**src/rtl/cmul_pipe.sv**
```systemverilog
// Pipelined complex multiplier with valid/ready flow control,
// per-sample conjugate, round-half-up scaling and output saturation.
module cmul_pipe #(
  parameter int W     = 16,
  parameter int LAT   = 2,
  parameter int SHIFT = 0,
  parameter int OW    = 2*W+1
) (
  input  logic          clk,
  input  logic          rst,
  input  logic          in_valid,
  output logic          in_ready,
  input  logic          in_conj,
  input  logic [W-1:0]  ar,
  input  logic [W-1:0]  ai,
  input  logic [W-1:0]  br,
  input  logic [W-1:0]  bi,
  output logic          out_valid,
  input  logic          out_ready,
  output logic [OW-1:0] pr,
  output logic [OW-1:0] pi,
  output logic          sat
);

  localparam int PW = 2*W;
  localparam int SW = PW+1;
  localparam int RW = PW+2;
  localparam int NR = (LAT > 1) ? LAT-1 : 1;
  localparam int RS = (SHIFT > 0) ? SHIFT-1 : 0;

  localparam logic signed [RW-1:0] RND =
    (SHIFT > 0) ? (RW'(1) <<< RS) : RW'(0);
  localparam logic signed [RW-1:0] LIM =
    RW'(1) <<< (OW-1);
  localparam logic signed [RW-1:0] MAXV = LIM - RW'(1);
  localparam logic signed [RW-1:0] MINV = RW'(0) - LIM;

  logic en;
  logic take;

  assign en       = !out_valid || out_ready;
  assign in_ready = en;
  assign take     = in_valid && en;

  logic signed [PW-1:0] xar, xai, xbr, xbi;
  logic signed [PW-1:0] m_rr, m_ii, m_ri, m_ir;

  assign xar = {{W{ar[W-1]}}, ar};
  assign xai = {{W{ai[W-1]}}, ai};
  assign xbr = {{W{br[W-1]}}, br};
  assign xbi = {{W{bi[W-1]}}, bi};

  assign m_rr = xar * xbr;
  assign m_ii = xai * xbi;
  assign m_ri = xar * xbi;
  assign m_ir = xai * xbr;

  logic                 f_v;
  logic                 f_conj;
  logic signed [PW-1:0] f_rr, f_ii, f_ri, f_ir;

  // With LAT>1 the products get their own register stage.
  generate
    if (LAT > 1) begin : g_mul
      logic                 s_v;
      logic                 s_conj;
      logic signed [PW-1:0] s_rr, s_ii, s_ri, s_ir;

      always_ff @(posedge clk) begin
        if (rst) begin
          s_v    <= 1'b0;
          s_conj <= 1'b0;
          s_rr   <= '0;
          s_ii   <= '0;
          s_ri   <= '0;
          s_ir   <= '0;
        end else if (en) begin
          s_v    <= take;
          s_conj <= in_conj;
          s_rr   <= m_rr;
          s_ii   <= m_ii;
          s_ri   <= m_ri;
          s_ir   <= m_ir;
        end
      end

      assign f_v    = s_v;
      assign f_conj = s_conj;
      assign f_rr   = s_rr;
      assign f_ii   = s_ii;
      assign f_ri   = s_ri;
      assign f_ir   = s_ir;
    end else begin : g_comb
      assign f_v    = take;
      assign f_conj = in_conj;
      assign f_rr   = m_rr;
      assign f_ii   = m_ii;
      assign f_ri   = m_ri;
      assign f_ir   = m_ir;
    end
  endgenerate

  logic signed [SW-1:0] e_rr, e_ii, e_ri, e_ir;
  logic signed [SW-1:0] f_re, f_im;

  assign e_rr = {f_rr[PW-1], f_rr};
  assign e_ii = {f_ii[PW-1], f_ii};
  assign e_ri = {f_ri[PW-1], f_ri};
  assign e_ir = {f_ir[PW-1], f_ir};

  always_comb begin
    f_re = e_rr - e_ii;
    f_im = e_ri + e_ir;
    if (f_conj) begin
      f_re = e_rr + e_ii;
      f_im = e_ir - e_ri;
    end
  end

  // Returns {clamped, value}; rounding add is one bit wider than the sum.
  function automatic logic [OW:0] scale(
    input logic signed [SW-1:0] x
  );
    logic signed [RW-1:0] t;
    t = {x[SW-1], x};
    t = t + RND;
    t = t >>> SHIFT;
    if (t > MAXV)
      scale = {1'b1, MAXV[OW-1:0]};
    else if (t < MINV)
      scale = {1'b1, MINV[OW-1:0]};
    else
      scale = {1'b0, t[OW-1:0]};
  endfunction

  logic [OW:0] s_re, s_im;

  assign s_re = scale(f_re);
  assign s_im = scale(f_im);

  logic [NR-1:0] rv;
  logic [NR-1:0] rsat;
  logic [OW-1:0] rpr [NR];
  logic [OW-1:0] rpi [NR];

  always_ff @(posedge clk) begin
    if (rst) begin
      rv   <= '0;
      rsat <= '0;
      for (int i = 0; i < NR; i++) begin
        rpr[i] <= '0;
        rpi[i] <= '0;
      end
    end else if (en) begin
      rv[0]   <= f_v;
      rsat[0] <= s_re[OW] | s_im[OW];
      rpr[0]  <= s_re[OW-1:0];
      rpi[0]  <= s_im[OW-1:0];
      for (int i = 1; i < NR; i++) begin
        rv[i]   <= rv[i-1];
        rsat[i] <= rsat[i-1];
        rpr[i]  <= rpr[i-1];
        rpi[i]  <= rpi[i-1];
      end
    end
  end

  assign out_valid = rv[NR-1];
  assign sat       = rsat[NR-1];
  assign pr        = rpr[NR-1];
  assign pi        = rpi[NR-1];

endmodule

```
**config.mk**
```make
export PLATFORM = sky130hd
export DESIGN_NAME = cmul_pipe
export DESIGN_NICKNAME = d
export VERILOG_FILES = /design/src/rtl/cmul_pipe.sv
export SDC_FILE = /design/constraint.sdc
export NUM_CORES = 2
export LEC_CHECK = 0
export BUFFER_PORTS_ARGS = -buffer_cell sky130_fd_sc_hd__buf_2
export CAP_MARGIN = 0
export CORE_MARGIN = 5
export CORE_UTILIZATION = 70
export CTS_CLUSTER_DIAMETER = 40
export DETAILED_ROUTE_END_ITERATION = 6
export GPL_TIMING_DRIVEN = 0
export PLACE_DENSITY = 0.95
export SLEW_MARGIN = 20
export SYNTH_ARGS = -nofsm -noshare
export SYNTH_HDL_FRONTEND = slang
export SYNTH_SLANG_ARGS = --single-unit
export TNS_END_PERCENT = 10
```
**constraint.sdc**
```tcl
create_clock -name clk -period 12.89 [get_ports clk]
set_clock_uncertainty 0.1 [all_clocks]
set_input_delay 2.578 -clock clk [delete_from_list [all_inputs] [get_ports clk]]
set_output_delay 2.578 -clock clk [all_outputs]
set_load 0.1 [all_outputs]
```
==> summary.md <==
| Metric | Value |
|---|---|
| Status | finished with violations |
| Failing checks | design-rule violations |
| CTS buffer count | 17 |
| Largest net degree at the start of global routing | 36 |
| # port buffers | 136 |
| CTS tree | done |
| Final setup viols | 0 |
| Slew Limit Fails | 0 |
| Bufs and invs on worst path | 5 |
| Commonest cells after routing, fill and taps aside | inv_1 (1,225), fa_1 (1,050), nand2_1 (706) |
| Initial antenna violation count | 25 |
| Worst-path cell chain | buf_2 > clkbuf_1 > nand2_1 > fa_1 > fa_1 > fa_1 > inv_1 > fa_1 > fa_1 > inv_1 > fa_1 > inv_1 > ha_1 > o21ai_0 > a21oi_1 > o2111ai_1 > a21boi_1 > o41ai_2 > a21oi_1 > a31oi_1 > xnor2_2 > o21ai_1 |
| Critical Path AT | 10,990 ps |
| Max-cap check violation count | 0 |
| I/O pin cnt | 138 |
| CTS Root Buffer Type | clkbuf_16 |
| Prevailing post-synth register cell | dfxtp_1 |
| Worst setup margin | 2130 ps |
| FF+latch count, synth | 198 |
| Startpoint Class | input port |
| Post-DP HPWL | 148,000 µm |
| First-pass GRT wire length | 266,000 µm |
| Height of the die | 279 µm |
| HP Class | reg -> reg |
| Die Area | 0.0780 mm² |
| Rows | 98 |
| Initial Utilization | 0.708 |
| Required time worst endpoint | 13,110 ps |
| Skew-Pair Late Insertion Delay | 470 ps |
| Placed Area | 0.0527 mm² |
| DIE WIDTH | 279 µm |
| CP max-delay cell | a21oi_1 |
| CP Capture Type | flop |
| Actual slew at the worst max-slew pin | 1320 ps |
| Vias in the first global route | 44,000 |
| Tcrit/Tclk final | 0.835 |
| Sequential share of the synthesized area | 0.0911 |
| Dpl cells | 6,804 |
| Avg Synthesized Cell Area | 8.88 µm² |
| Share of layout cells above drive strength 1 | 0.0380 |
| Fin cells | 6,871 |
| Clk sinks | 198 |
| Nets | 7,387 |
| Final WL | 181,000 µm |
| CTS resizes | 0 |
| Clk pin slew, worst setup/hold paths | 90 ps |
| Largest cells by area after synthesis | fa_1 (41%), ha_1 (9.7%), inv_1 (9.1%) |
| YS warnings | 0 |
| Post-synth EDFFs | 66 |
| Total GRT Usage | 0.463 |
| Dominant cell type by area after synthesis | fa_1 |
| Congestion Overflow GR | 0 |
| Clk buf depth | 2 |
| Yosys top cell area share | 0.414 |
| Detailed-route DRC error count | 6 |
| H-tree depth | 4 |
| Layout area overhead | 5.27% |
| Async SR Flop Fraction | 0 |
| CP top delay family | adder cells |
| Fin crit period | 10,760 ps |
| Post-DRT Antenna Nets | 0 |
| Place WS | 2080 ps |
| Commonest non-fill, non-tap cell in the layout | inv_1 |
| Final hold violation count | 0 |
| Vias | 43,100 |
| Hold Buf Count CTS | 0 |
| CORE AREA | 0.0717 mm² |
| FMAX | 92.9 MHz |
| Placer Congestion | 1.14 |
| Synthesized Nets | 7,230 |
| RSZ-0062 raised after global routing | no |
| Via-to-Cell Ratio | 6.28 |
| Cells after Synth | 5,717 |
| Wire length per cell | 26.3 µm |
| Post-Syn Area | 0.0508 mm² |
| Yosys cell types | 88 |
| Critical-path maximum fanout | 10 |
| Postcts setup bufs | 0 |
| Crit-path most repeated cell | fa_1 |
| DR pass1 iterations | 7 |
| Largest stage delay, worst path | 940 ps |
| Setup TNS | 0 ps |
| Initial detailed-routing violation count | 5,020 |
| Post-route cell area | 0.0534 mm² |
| Critical path type | in -> reg |
| Relative slew slack | 0.122 |
==> layer usage <==
metal,global-route usage,part of all wire,up-vias
li1,-,-,17800
met1,0.531,0.32,20800
met2,0.668,0.41,3461
met3,0.235,0.17,1027
met4,0.340,0.10,20
met5,0.0134,0.0018,-
==> tightest hold or removal path: stages, from the launching register on <==
cell and delay [ps]:
dfxtp_1 320, nand2_1 50, a21oi_1 50
==> kinds of logic (layout without fill, tap and decap cells) <==
kind of cell / count (synthesis) / in the layout / synth area share
and+or+nand+nor: 1688 / 1688 / 0.163
buffers and inverters: 1480 / 1650 / 0.109
adders and majority gates: 1444 / 1444 / 0.511
AOI/OAI and AO/OA: 667 / 667 / 0.0839
xor gates and xnor gates: 230 / 230 / 0.0397
DFF: 198 / 198 / 0.0911
muxes: 10 / 10 / 0.00202
other: 0 / 34 / 0
==> synthesized netlist by cell type (all sizes together), types with 4 or more instances <==
cell type  instances
fa              1050
nand2            706
o31a               4
a31o               6
or2                8
nor3b             13
edfxtp            66
a211o              9
and3              24
nand4             18
nand3             33
o21ai            110
dfxtp            132
nand3b             5
or3               14
a21o              81
a221oi             4
and2             506
o211ai            15
clkbuf           241
ha               394
buf               13
or4                8
a211oi            40
mux2i              8
o22ai              5
inv             1226
o311ai             4
nor2             218
o21a              29
a32o               5
a21boi             5
a31oi             26
xnor2            138
a21oi            257
nor3              53
nor4              14
a2111oi            5
o21bai            21
or4b               4
xor2              92
nor2b             17
nand2b            37
o31ai             12
==> per-stage QoR <==
stage          utilization  hold WS (ps)
2_1_floorplan            -           332
3_3_place_gp         0.734           340
3_5_place_dp         0.734           343
4_1_cts              0.743           362
5_1_grt              0.744           379
6_report             0.745           366
==> state kept, by name (all words and copies together) (netlist names) <==
signal	flops
f_ri	32
out_valid	1
sat	1
f_ii	32
f_ir	32
f_v	1
rpi	33
rpr	33
f_rr	32
f_conj	1
==> layout make-up <==
class                      count  area, µm²
clock buffer                  17        425
clock inverter                15        238
multi-input combinational   4039      40600
fill                        5268      18300
buffer                       254        958
inverter                    1226       4600
timing repair buffer         138        716
tap                          950       1190
antenna                       34       85.1
sequential                   198       4620
==> worst paths after layout <==
kind | endpoint | slack (ps) | start | cells after the start
min | f_ir[3] | 370 | f_ir[3] | 2
max reg2reg | rpi[0][32] | 7820 | f_conj | 14
max | f_ir[31] | 2130 | ai[10] | 22
min reg2reg | f_ir[3] | 370 | f_ir[3] | 2
Power is left out: the tool's default activity adds up to more than one toggle a clock period on the data nets, which glitch-free logic cannot reach.
